===== config.mk =====
export PLATFORM = sky130hd
export DESIGN_NAME = stream_multiplexer_flat
export DESIGN_NICKNAME = d
export VERILOG_FILES = /design/src/rtl/stream_multiplexer_pkg.sv /design/src/rtl/stream_multiplexer_if.sv /design/src/rtl/stream_multiplexer_rr_priority_encoder.sv /design/src/rtl/stream_multiplexer.sv /design/src/flat_wrapper.sv
export SDC_FILE = /design/constraint.sdc
export NUM_CORES = 1
export LEC_CHECK = 0
export BUFFER_PORTS_ARGS = -buffer_cell sky130_fd_sc_hd__buf_2
export CAP_MARGIN = 20
export CORE_AREA = 2 2 127 129
export DETAILED_ROUTE_END_ITERATION = 10
export DIE_AREA = 0 0 129 131
export GPL_TIMING_DRIVEN = 0
export PLACE_DENSITY = 0.57
export RECOVER_POWER = 100
export SYNTH_ARGS = -nofsm -noshare
export SYNTH_HDL_FRONTEND = slang
export SYNTH_SLANG_ARGS = --single-unit

===== constraint.sdc =====
create_clock -name clock -period 1.6 [get_ports clock]
set_input_delay 0.24 -clock clock [delete_from_list [all_inputs] [get_ports clock]]
set_output_delay 0.24 -clock clock [all_outputs]
set_load 0.1 [all_outputs]

===== src/rtl/stream_multiplexer_pkg.sv =====
// Shared definitions for the stream multiplexer: mode constants, channel limit,
// packet-lock state encoding and the wrap-around index helper.
package stream_multiplexer_pkg;

  localparam int MODE_FIXED       = 0;
  localparam int MODE_ROUND_ROBIN = 1;
  localparam int CHANNELS_MAX     = 16;

  typedef enum logic {
    LOCK_IDLE = 1'b0,
    LOCK_HELD = 1'b1
  } lock_state_e;

  function automatic int next_index(input int idx, input int n);
    return (idx + 1 >= n) ? 0 : idx + 1;
  endfunction

endpackage


===== src/rtl/stream_multiplexer_if.sv =====
// Bus bundle for the stream multiplexer: CHANNELS valid/ready producer streams in,
// one registered stream out. master = producers/consumer side, slave = multiplexer.
interface stream_multiplexer_if #(
  parameter int WIDTH    = 32,
  parameter int CHANNELS = 8
);
  localparam int SEL_BITS = $clog2(CHANNELS);

  logic [CHANNELS-1:0][WIDTH-1:0] in_data;
  logic [CHANNELS-1:0]            in_valid;
  logic [CHANNELS-1:0]            in_last;
  logic [CHANNELS-1:0]            in_ready;
  logic [SEL_BITS-1:0]            sel;
  logic [WIDTH-1:0]               out_data;
  logic                           out_valid;
  logic                           out_last;
  logic [SEL_BITS-1:0]            out_sel;
  logic                           out_ready;

  modport master (
    output in_data, in_valid, in_last, sel, out_ready,
    input  in_ready, out_data, out_valid, out_last, out_sel
  );

  modport slave (
    input  in_data, in_valid, in_last, sel, out_ready,
    output in_ready, out_data, out_valid, out_last, out_sel
  );
endinterface


===== src/rtl/stream_multiplexer_rr_priority_encoder.sv =====
// Round-robin priority encoder: first set request at or above start_i, wrapping
// from CHANNELS-1 back to 0.
module rr_priority_encoder #(
  parameter int  CHANNELS = 8,
  localparam int SEL_BITS = $clog2(CHANNELS)
) (
  input  logic [CHANNELS-1:0] req_i,
  input  logic [SEL_BITS-1:0] start_i,
  output logic                grant_valid_o,
  output logic [SEL_BITS-1:0] grant_index_o
);

  int idx;

  // NOTE: every always_comb output gets a default before any branch; otherwise a
  // path that skips the assignment infers a latch.
  always_comb begin
    grant_valid_o = 1'b0;
    grant_index_o = '0;
    idx           = 0;
    // Walk from the farthest offset down so the nearest request wins last.
    for (int i = CHANNELS - 1; i >= 0; i--) begin
      idx = int'(start_i) + i;
      if (idx >= CHANNELS) idx = idx - CHANNELS;
      if (req_i[SEL_BITS'(idx)]) begin
        grant_valid_o = 1'b1;
        grant_index_o = SEL_BITS'(idx);
      end
    end
  end

endmodule


===== src/rtl/stream_multiplexer.sv =====
// N-to-1 valid/ready stream multiplexer with a one-entry registered output stage.
// Define STREAM_MULTIPLEXER_PACKET_LOCK_EN to hold the grant for a whole packet.
module stream_multiplexer
  import stream_multiplexer_pkg::*;
#(
  parameter int WIDTH    = 32,
  parameter int CHANNELS = 8,
  parameter int MODE     = MODE_FIXED
) (
  input logic                 clock,
  input logic                 reset,
  stream_multiplexer_if.slave bus
);

  localparam int SEL_BITS = $clog2(CHANNELS);

  if (CHANNELS < 2 || CHANNELS > CHANNELS_MAX) begin : g_bad_channels
    $error("stream_multiplexer: CHANNELS must be within 2..16");
  end

  logic                base_valid;
  logic [SEL_BITS-1:0] base_idx;
  logic                grant_valid;
  logic [SEL_BITS-1:0] grant_idx;
  logic                stage_free;
  logic                accept_en;
  logic                xfer;
  logic                rr_advance;

  logic [WIDTH-1:0]    out_data_q;
  logic                out_last_q;
  logic [SEL_BITS-1:0] out_sel_q;
  logic                out_valid_q;

  assign stage_free = !out_valid_q || bus.out_ready;
  assign accept_en  = reset && stage_free && grant_valid;
  assign xfer       = accept_en && bus.in_valid[grant_idx];

  if (MODE == MODE_ROUND_ROBIN) begin : g_rr
    logic [SEL_BITS-1:0] rr_ptr_q, rr_ptr_d;
    logic                unused_sel;

    assign unused_sel = ^bus.sel;

    rr_priority_encoder #(.CHANNELS(CHANNELS)) u_encoder (
      .req_i         (bus.in_valid),
      .start_i       (rr_ptr_q),
      .grant_valid_o (base_valid),
      .grant_index_o (base_idx)
    );

    always_comb begin
      rr_ptr_d = rr_ptr_q;
      if (rr_advance) rr_ptr_d = SEL_BITS'(next_index(int'(grant_idx), CHANNELS));
    end

    // NOTE: sequential state uses non-blocking assignments so every register
    // samples the pre-edge value of its neighbours.
    always_ff @(posedge clock or negedge reset) begin
      if (!reset) rr_ptr_q <= '0;
      else        rr_ptr_q <= rr_ptr_d;
    end
  end else begin : g_fixed
    logic unused_advance;

    assign unused_advance = rr_advance;
    assign base_valid     = 32'(bus.sel) < CHANNELS;
    assign base_idx       = bus.sel;
  end

`ifdef STREAM_MULTIPLEXER_PACKET_LOCK_EN
  lock_state_e         lock_state_q, lock_state_d;
  logic [SEL_BITS-1:0] lock_ch_q, lock_ch_d;

  // A beat without in_last holds the grant; a last beat (even the first) frees it.
  always_comb begin
    lock_state_d = lock_state_q;
    lock_ch_d    = lock_ch_q;
    if (xfer) begin
      lock_ch_d    = grant_idx;
      lock_state_d = bus.in_last[grant_idx] ? LOCK_IDLE : LOCK_HELD;
    end
  end

  always_ff @(posedge clock or negedge reset) begin
    if (!reset) begin
      lock_state_q <= LOCK_IDLE;
      lock_ch_q    <= '0;
    end else begin
      lock_state_q <= lock_state_d;
      lock_ch_q    <= lock_ch_d;
    end
  end

  assign grant_valid = (lock_state_q == LOCK_HELD) || base_valid;
  assign grant_idx   = (lock_state_q == LOCK_HELD) ? lock_ch_q : base_idx;
  assign rr_advance  = xfer && bus.in_last[grant_idx];
`else
  assign grant_valid = base_valid;
  assign grant_idx   = base_idx;
  assign rr_advance  = xfer;
`endif

  always_comb begin
    bus.in_ready = '0;
    if (accept_en) bus.in_ready[grant_idx] = 1'b1;
  end

  always_ff @(posedge clock or negedge reset) begin
    if (!reset) begin
      out_data_q  <= '0;
      out_last_q  <= 1'b0;
      out_sel_q   <= '0;
      out_valid_q <= 1'b0;
    end else if (xfer) begin
      out_data_q  <= bus.in_data[grant_idx];
      out_last_q  <= bus.in_last[grant_idx];
      out_sel_q   <= grant_idx;
      out_valid_q <= 1'b1;
    end else if (bus.out_ready) begin
      out_valid_q <= 1'b0;
    end
  end

  assign bus.out_data  = out_data_q;
  assign bus.out_last  = out_last_q;
  assign bus.out_sel   = out_sel_q;
  assign bus.out_valid = out_valid_q;

endmodule


===== src/flat_wrapper.sv =====
// flat-port wrapper written by rule: the top's interface ports become plain ports
module stream_multiplexer_flat import stream_multiplexer_pkg::*;
#(
  parameter int WIDTH    = 32,
  parameter int CHANNELS = 8,
  parameter int MODE     = MODE_FIXED
)
  (clock, reset, bus_in_data, bus_in_valid, bus_in_last, bus_sel, bus_out_ready, bus_in_ready, bus_out_data, bus_out_valid, bus_out_last, bus_out_sel);
  stream_multiplexer_if #(.WIDTH(WIDTH), .CHANNELS(CHANNELS)) bus_i ();
  input logic clock;
  input logic reset;
  input wire logic [$bits(bus_i.in_data)-1:0] bus_in_data;
  input wire logic [$bits(bus_i.in_valid)-1:0] bus_in_valid;
  input wire logic [$bits(bus_i.in_last)-1:0] bus_in_last;
  input wire logic [$bits(bus_i.sel)-1:0] bus_sel;
  input wire logic [$bits(bus_i.out_ready)-1:0] bus_out_ready;
  output wire logic [$bits(bus_i.in_ready)-1:0] bus_in_ready;
  output wire logic [$bits(bus_i.out_data)-1:0] bus_out_data;
  output wire logic [$bits(bus_i.out_valid)-1:0] bus_out_valid;
  output wire logic [$bits(bus_i.out_last)-1:0] bus_out_last;
  output wire logic [$bits(bus_i.out_sel)-1:0] bus_out_sel;
  assign bus_i.in_data = bus_in_data;
  assign bus_i.in_valid = bus_in_valid;
  assign bus_i.in_last = bus_in_last;
  assign bus_i.sel = bus_sel;
  assign bus_i.out_ready = bus_out_ready;
  assign bus_in_ready = bus_i.in_ready;
  assign bus_out_data = bus_i.out_data;
  assign bus_out_valid = bus_i.out_valid;
  assign bus_out_last = bus_i.out_last;
  assign bus_out_sel = bus_i.out_sel;
  stream_multiplexer #(.WIDTH(WIDTH), .CHANNELS(CHANNELS), .MODE(MODE)) u_core (.clock(clock), .reset(reset), .bus(bus_i));
endmodule

### After elaboration in Yosys (flattened, before gate mapping)

Index checks and enable logic that the tools add are counted.

| word-level totals | value |
|---|---|
| bits in registers | 37 |
| input bits | 278 |
| output and inout port bits | 45 |
| logic and storage cells | 23 |

| cells by class | value |
|---|---|
| $lt $le $gt $ge | 2 |
| muxes and demuxes | 11 |
| reductions and logical operators | 6 |

Operators with widths:

| operator | number |
|---|---|
| 32-bit binary-select mux with 3-bit select | 1 |
| 32-bit two-way mux | 1 |
| 8-bit two-way mux | 1 |
| 1-bit binary-select mux with 3-bit select | 2 |
| 1-bit two-way mux | 5 |
| 3-bit by 4-bit less-than comparator with 1-bit output, second input constant | 1 |
| 1-bit demux with 3-bit select | 1 |
| 3-bit by 1-bit greater-or-equal comparator with 1-bit output, second input constant | 1 |
| 1-bit logical AND | 3 |
| 2-bit nonzero test | 1 |
| 1-bit logical NOT | 1 |
| 1-bit logical OR | 1 |

### Longest topological paths before layout

Gate-level depths: netlist of the first run.

| logic depth | value |
|---|---|
| depth in word-level cells | 5 |
| gate-level depth with buffers | 8 |
| mapped depth without buffers | 4 |

### Least setup slack after synthesis of the first run

Ideal clock, no wire load.

| timing path | value |
|---|---|
| kind | reg-to-output |
| start point | register u_core.out_valid_q, in the netlist u_core.bus.out_valid |
| end point | output bus_in_ready[0] |
| arrival | 2.574 ns |
| required time | 1.360 ns |
| slack | -1.214 ns |
| cell stages (with the launch flop) | 4 |
| path buffers | 0 |
| path through | dfrtp_1 > a21boi_0 > nand2b_1 > nor2_1 |

| on the way | value |
|---|---|
| longest elaborated chain between the ends | 4 |

RTL lines:

| item | RTL line | text |
|---|---|---|
| from (decl) | stream_multiplexer.sv:33 | `logic out_valid_q;` |
| from (signal assigned) | stream_multiplexer.sv:114 | `out_valid_q <= 1'b0;` |
| from (signal assigned) | stream_multiplexer.sv:119 | `out_valid_q <= 1'b1;` |
| from (signal assigned) | stream_multiplexer.sv:121 | `out_valid_q <= 1'b0;` |
| 1-bit logical NOT | stream_multiplexer.sv:35 | `assign stage_free = !out_valid_q \|\| bus.out_ready;` |
| 1-bit logical OR | stream_multiplexer.sv:35 |  |
| 1-bit logical AND | stream_multiplexer.sv:36 | `assign accept_en = reset && stage_free && grant_valid;` |
| 8-bit two-way mux | stream_multiplexer.sv:106 | `if (accept_en) bus.in_ready[grant_idx] = 1'b1;` |
| to (decl) | flat_wrapper.sv:17 | `output wire logic [$bits(bus_i.in_ready)-1:0] bus_in_ready;` |

No other way between the ends.

### Final worst setup path of the first run

Ends and elaborated chain as after synthesis.

==> flow_metrics.env, run 1 <==
export IMPL_outcome="finished with violations"
export IMPL_violations="negative setup slack"
export IMPL_synth_edf_count=0
export IMPL_drc=0
export IMPL_grt_pass1_wl_mm=20.40
export IMPL_use_met2_pct=31.34
export IMPL_grt_usage_pct=16.30
export IMPL_r2r_setup_slack_ns=-0.06
export IMPL_syn2layout_area_growth_pct=67.70
export IMPL_holdWs_ns=0.2807
export IMPL_antenna_left=0
export IMPL_final_setup_worst_slack_ns=-0.08506
export IMPL_setup_viol=44
export IMPL_port_buffers=320
export IMPL_hpwl_mm=11.71
export IMPL_skew_ns=0.002143
export IMPL_crit_required_ns=1.36
export IMPL_async_flop_share_pct=100.0
export IMPL_grt_max_degree=38
export IMPL_antenna_found_initial=0
export IMPL_vias_per_cell=4.713
export IMPL_post_route_min_period_ns=1.685
export IMPL_cts_root_buf="clkbuf_16"
export IMPL_firstDrtPassIters=6
export IMPL_r2r_cells=5
export IMPL_pwr_density_cell_mw_per_mm2=1154
export IMPL_total_power_w=0.007248
export IMPL_fillers=1477
export IMPL_startpoint="u_core.bus.out_valid"
export IMPL_num_rows=46
export IMPL_post_dp_cell_area_sq_mm=0.005787
export IMPL_hold_path_end="u_core.bus.out_valid"
export IMPL_synthSimpleGateAreaFrac_pct=1.670
export IMPL_routedWlPerCell_um=19.36
export IMPL_drv_slew=0
export IMPL_hold_start="bus_out_ready"
export IMPL_hold_viol_final=0
export IMPL_synth_main_ff_cell="dfrtp_1"
export IMPL_avgSynthCellArea_sq_um=17.03
export IMPL_synthesis_nets=498
export IMPL_clock_sinks=37
export IMPL_h_tree_depth=2
export IMPL_relSlewSlack_pct=39.39
export IMPL_arrival_ns=1.45
export IMPL_fin_nets=832
export IMPL_die_h_um=131
export IMPL_timing_rr_end="u_core.bus.out_data[25]"
export IMPL_post_route_cell_area_sq_mm=0.006282
export IMPL_grt_pass1_vias=3844
export IMPL_drtIter0Drc=136
export IMPL_hold_path_class="primary input to flop"
export IMPL_dieArea_sq_mm=0.01690
export IMPL_io_pins=323
export IMPL_gr_total_overflow=0
export IMPL_routabilityCongestion=0.7471
export IMPL_drive_gt1_share_pct=84.68
export IMPL_synth_seq_cells=37
export IMPL_cts_buffers=5
export IMPL_insertion_delay_ns=0.29
export IMPL_vias=3634
export IMPL_use_met1_pct=17.68
export IMPL_grt_busiest_layer="met2"
export IMPL_ys_seq_area_share_pct=24.72
export IMPL_synth_xor_area_share_pct=0
export IMPL_place_ws_ns=-0.7761
export IMPL_cap_violations=0
export IMPL_path_max_fanout=4
export IMPL_regArea_sq_um=929.6
export IMPL_tns_ns=-1.887
export IMPL_yosysUniqueCellTypes=18
export IMPL_clockBufferDepth=2
export IMPL_multi_input_area_sq_mm=0.002763
export IMPL_antenna_cells=0
export IMPL_coreArea_sq_mm=0.01560
export IMPL_worstSetupPathType="flop to output pin"
export IMPL_p_leak_nw=3.085
export IMPL_wl_mm=14.93
export IMPL_syn_inst=220
export IMPL_crit_path_end_kind="output pin"
export IMPL_synth_top_family_by_area="multiplexers"
export IMPL_hold_depth=3
export IMPL_muxShareOfSynthArea_pct=67.60
export IMPL_clock_fmax_ghz=0.5935
export IMPL_yosys_warnings=0
export IMPL_period_share_pct=105.3
export IMPL_clk_pin_slew_ns=0.06
export IMPL_synth_compound_area_share_pct=0.9352
export IMPL_worst_pin_slew_ns=0.9091
export IMPL_synth_fa_ha_area_share_pct=0
export IMPL_cts_tree="done"
export IMPL_peakVddDrop_mv=0.7488
export IMPL_r2r_start="u_core.bus.out_valid"
export IMPL_start_util_pct=24.02
export IMPL_start_kind="flop"
export IMPL_grt_met3_usage_pct=3.827
export IMPL_chipWidth_um=129
export IMPL_rsz0062_at_grt="yes"
export IMPL_synth_area_sq_mm=0.003746
metrics by stage:
step	utilization, %	std cells
final	40.28	771
after global routing	40.28	771
after CTS	40.02	769
after detailed placement	37.10	756
after global placement	37.10	756
after floorplan	-	220
cell usage after synthesis, types with 2 or more instances:
cell type | count | area (sq um)
buf_2 | 5 | 25.02
dfrtp_1 | 37 | 925.9
buf_6 | 12 | 135.1
clkbuf_1 | 7 | 26.28
mux2_4 | 13 | 195.2
mux4_2 | 18 | 405.4
nand2b_1 | 3 | 18.77
nand2_1 | 2 | 7.510
nor2_1 | 8 | 30.03
mux2_2 | 56 | 630.6
mux2i_1 | 4 | 40.04
mux4_1 | 48 | 1261
o22ai_1 | 2 | 12.51
power by group:
group / internal [W] / switching (W)
Clock: 0.000891 / 0.000415
Combinational: 0.00136 / 0.00313
Sequential: 0.00126 / 0.000194
sequential cells by signal, indices dropped and copies added (netlist names):
| name | count |
|---|---|
| u_core.bus.out_valid | 1 |
| u_core.bus.out_last | 1 |
| u_core.bus.out_sel | 3 |
| u_core.bus.out_data | 32 |
layout make-up:
class | count | share of cell area [%]
Multi-Input combinational cell | 158 | 43.98
Sequential cell | 37 | 14.80
Clock inverter | 3 | 1.036
Clock buffer | 5 | 1.992
Buffer | 24 | 4.421
Timing Repair Buffer | 327 | 29.42
Inverter | 1 | 0.05975
Tap cell | 216 | 4.302
critical path, cell delays in order, from the launching register on:
cell and delay [ns]:
dfrtp_4 0.49, a21boi_4 0.21, nand2b_4 0.13, nor2_4 0.14, buf_12 0.18
cells by family after synthesis:
kind of cell	Yosys count
buffers and inverters	25
multiplexers	139
AND/OR/NAND/NOR	14
flip-flops	37
AO/OA/AOI/OAI	5
worst max path at each step:
stage	slack [ns]	end	depth (start not counted)
CTS	-0.09	bus_in_ready[0]	4
global route	-0.16	bus_in_ready[0]	4
floorplan	-0.14	bus_in_ready[1]	3
global placement	-0.77	u_core.bus.out_data[3]	6
detailed placement	-0.78	u_core.bus.out_data[25]	6
finish	-0.09	bus_in_ready[0]	4
placed cells by master (no fill, tap or decap), drive strengths merged:
| cell type | count |
|---|---|
| buf | 303 |
| mux2 | 69 |
| mux4 | 66 |
| clkbuf | 52 |
| dfrtp | 37 |
| nor2 | 8 |
| mux2i | 4 |
| nand2b | 3 |
| o22ai | 2 |
| bufinv | 2 |
| nand2 | 2 |
| inv | 1 |
| a21boi | 1 |
| or2 | 1 |
| o21a | 1 |
| a21o | 1 |
| clkinv | 1 |
| dlygate4sd3 | 1 |
what timing repair did:
item | 4_1_cts | 5_1_grt
hold buffers | 2 | 0
setup buffers | 2 | 0
gates cloned | 1 | 2
hold endpoints to repair | 37 | 0
resized for setup | 51 | 4
endpoints found under the setup margin | 45 | 44
pin swaps | 1 | 1
per-layer routing:
layer / routed length, um / share of wire [%]
met1: 5489 / 37
met2: 8044 / 54
met3: 1176 / 7.9
met4: 213 / 1.4
met5: 6 / 0.040
(Power assumes the default switching activity.)
==> run 2, diff against run 1 <==
--- a/config.mk
+++ b/config.mk
@@ -16,3 +16,4 @@
 export SYNTH_ARGS = -nofsm -noshare
 export SYNTH_HDL_FRONTEND = slang
 export SYNTH_SLANG_ARGS = --single-unit
+export TNS_END_PERCENT = 50
==> constraint.sdc (replaced) <==
create_clock -name clock -period 1.4 [get_ports clock]
set_input_delay 0.21 -clock clock [delete_from_list [all_inputs] [get_ports clock]]
set_output_delay 0.21 -clock clock [all_outputs]
set_load 0.1 [all_outputs]
==> run 2 against run 1 <==
  * The run ends with negative hold slack, negative setup slack left
  * Via count down 2.2%
  * Clock skew about the same
  * Final area down 0.62%
  * Core utilization down 0.25 points
  * Sequential power up 14%
==> flow_metrics.env, run 2 (synthesized netlist as in run 1, its figures left out) <==
export IMPL_seq_power_share_pct=20.9
export IMPL_cp_slowest_cell="dfrtp_4"
export IMPL_grt_pass1_vias=3764
export IMPL_start_util_pct=24.02
export IMPL_crit_path_end_kind="output pin"
export IMPL_grt_max_degree=39
export IMPL_gr_total_overflow=0
export IMPL_layout_commonest_cell="buf_2"
export IMPL_clock_fmax_ghz=0.5971
export IMPL_switchingPower_w=0.004223
export IMPL_drtIter0Drc=108
export IMPL_crit_required_ns=1.19
export IMPL_rsz0062_at_grt="yes"
export IMPL_p_int_w=0.003721
export IMPL_skew_ns=0.002585
export IMPL_hold_path_class="primary input to asynchronous set/reset pin"
export IMPL_drv_slew=0
export IMPL_antenna_left=0
export IMPL_cts_buffers=5
export IMPL_violations="negative hold slack, negative setup slack"
export IMPL_holdWs_ns=-0.1715
export IMPL_routabilityCongestion=0.8265
export IMPL_grt_usage_pct=15.60
export IMPL_arrival_ns=1.46
export IMPL_place_ws_ns=-0.9144
export IMPL_power_frac_comb_pct=64.1
export IMPL_syn2layout_area_growth_pct=66.67
export IMPL_antenna_found_initial=0
export IMPL_chipWidth_um=129
export IMPL_total_power_w=0.007944
export IMPL_port_buffers=320
export IMPL_final_cell_mix="276 x buf_2, 48 x mux4_1, 43 x clkbuf_2"
export IMPL_largest_reg_flops=32
export IMPL_vias=3555
export IMPL_insertion_delay_ns=0.28
export IMPL_die_h_um=131
export IMPL_num_rows=46
export IMPL_coreArea_sq_mm=0.01560
export IMPL_drc=0
export IMPL_final_setup_worst_slack_ns=-0.2746
export IMPL_antenna_cells=0
export IMPL_path_max_fanout=4
export IMPL_worst_pin_slew_ns=0.5770
export IMPL_crit_chain="a21boi_4, nand2b_4, nor2_4, buf_12"
export IMPL_p_leak_nw=3.096
export IMPL_max_stage_delay_ns=0.49
export IMPL_clock_sinks=37
export IMPL_p_sw_share_pct=53.16
export IMPL_h_tree_depth=2
export IMPL_period_share_pct=119.6
export IMPL_wl_mm=14.39
export IMPL_clk_pin_slew_ns=0.06
export IMPL_outcome="finished with violations"
export IMPL_p_clk_share_pct=15.0
export IMPL_io_pins=323
export IMPL_pwr_density_cell_mw_per_mm2=1272
export IMPL_hpwl_mm=11.66
export IMPL_vias_per_cell=4.629
export IMPL_fin_util_pct=40.03
export IMPL_cts_tree="done"
export IMPL_firstDrtPassIters=4
export IMPL_drive_gt1_share_pct=83.15
export IMPL_r2r_setup_slack_ns=-0.26
export IMPL_fin_nets=829
export IMPL_hold_viol_final=37
export IMPL_routedWlPerCell_um=18.73
export IMPL_worstSetupPathType="flop to output pin"
export IMPL_cap_violations=0
export IMPL_setup_viol=44
export IMPL_post_route_min_period_ns=1.675
export IMPL_start_kind="flop"
export IMPL_dieArea_sq_mm=0.01690
export IMPL_peakVddDrop_mv=0.8390
export IMPL_relSlewSlack_pct=61.70
export IMPL_cts_root_buf="clkbuf_16"
export IMPL_grt_pass1_wl_mm=19.82
export IMPL_clockBufferDepth=2
-- run 2: cell count changes in the layout (fill, tap and decap cells not counted), sizes merged --
cell	previous run	this run
bufinv	2	0
dlygate4sd3	1	0
-- run 2: worst paths after layout --
| kind | startpoint | to | cells past startpoint |
|---|---|---|---|
| max | u_core.bus.out_valid | bus_in_ready[2] | 4 |
| min | reset | u_core.bus.out_data[1] | 1 |
| max reg2reg | u_core.bus.out_valid | u_core.bus.out_data[29] | 5 |
| min reg2reg | u_core.bus.out_data[25] | u_core.bus.out_data[25] | 1 |
| max in group asynchronous | reset | u_core.bus.out_valid | 1 |
| min in group clock | bus_out_ready | u_core.bus.out_valid | 3 |
-- run 2: area by class of cell --
type	instances	area, sq um
fillers	1501	9354
multi-input cells	158	2826
repair buffers	324	1800
flip-flops and latches	37	929.6
well taps	216	270.3
plain buffers	24	255.2
clock buffers	7	152.6
clock inverters	1	5.005
inverters	1	3.754
-- run 2: worst max-delay path, delay by kind of cell (launching register included) --
family	cells	cell delay [ns]
buf+inv	1	0.18
flops	1	0.49
simple gates	2	0.28
compound gates	1	0.22
-- run 2: stage by stage --
step,instances,TNS (ns),area [sq um]
3_5_place_dp,756,-38.62,5778
2_1_floorplan,220,-12.40,3906
5_1_grt,768,-13.31,6243
3_3_place_gp,756,-37.65,5778
6_report,768,-10.67,6243
4_1_cts,766,-9.767,6156
-- run 2: per-layer routing --
metal  track usage, %  up-vias  part of all wire (%)
li1                 -     1635                     -
met1            18.32     1730                    39
met2            29.60      178                    54
met3            2.484       12                   5.7
met4            4.028        0                   1.3
met5                0        -                     0
-- run 2: what timing repair did --
item,4_1_cts,5_1_grt
resized for setup,57,10
pin swaps,1,0
hold endpoints to repair,37,37
setup endpoints to repair,45,45
setup buffers,2,0
cloned,0,2
-- run 2: power groups by stage --
stage | Clock, W | Combinational, W | Sequential, W
floorplan | 0 | 0.00123 | 0.00435
global placement | 0 | 0.00495 | 0.00165
detailed placement | 0 | 0.00498 | 0.00166
CTS | 0.00125 | 0.00508 | 0.00165
global route | 0.00129 | 0.00526 | 0.00171
finish | 0.00119 | 0.00509 | 0.00166
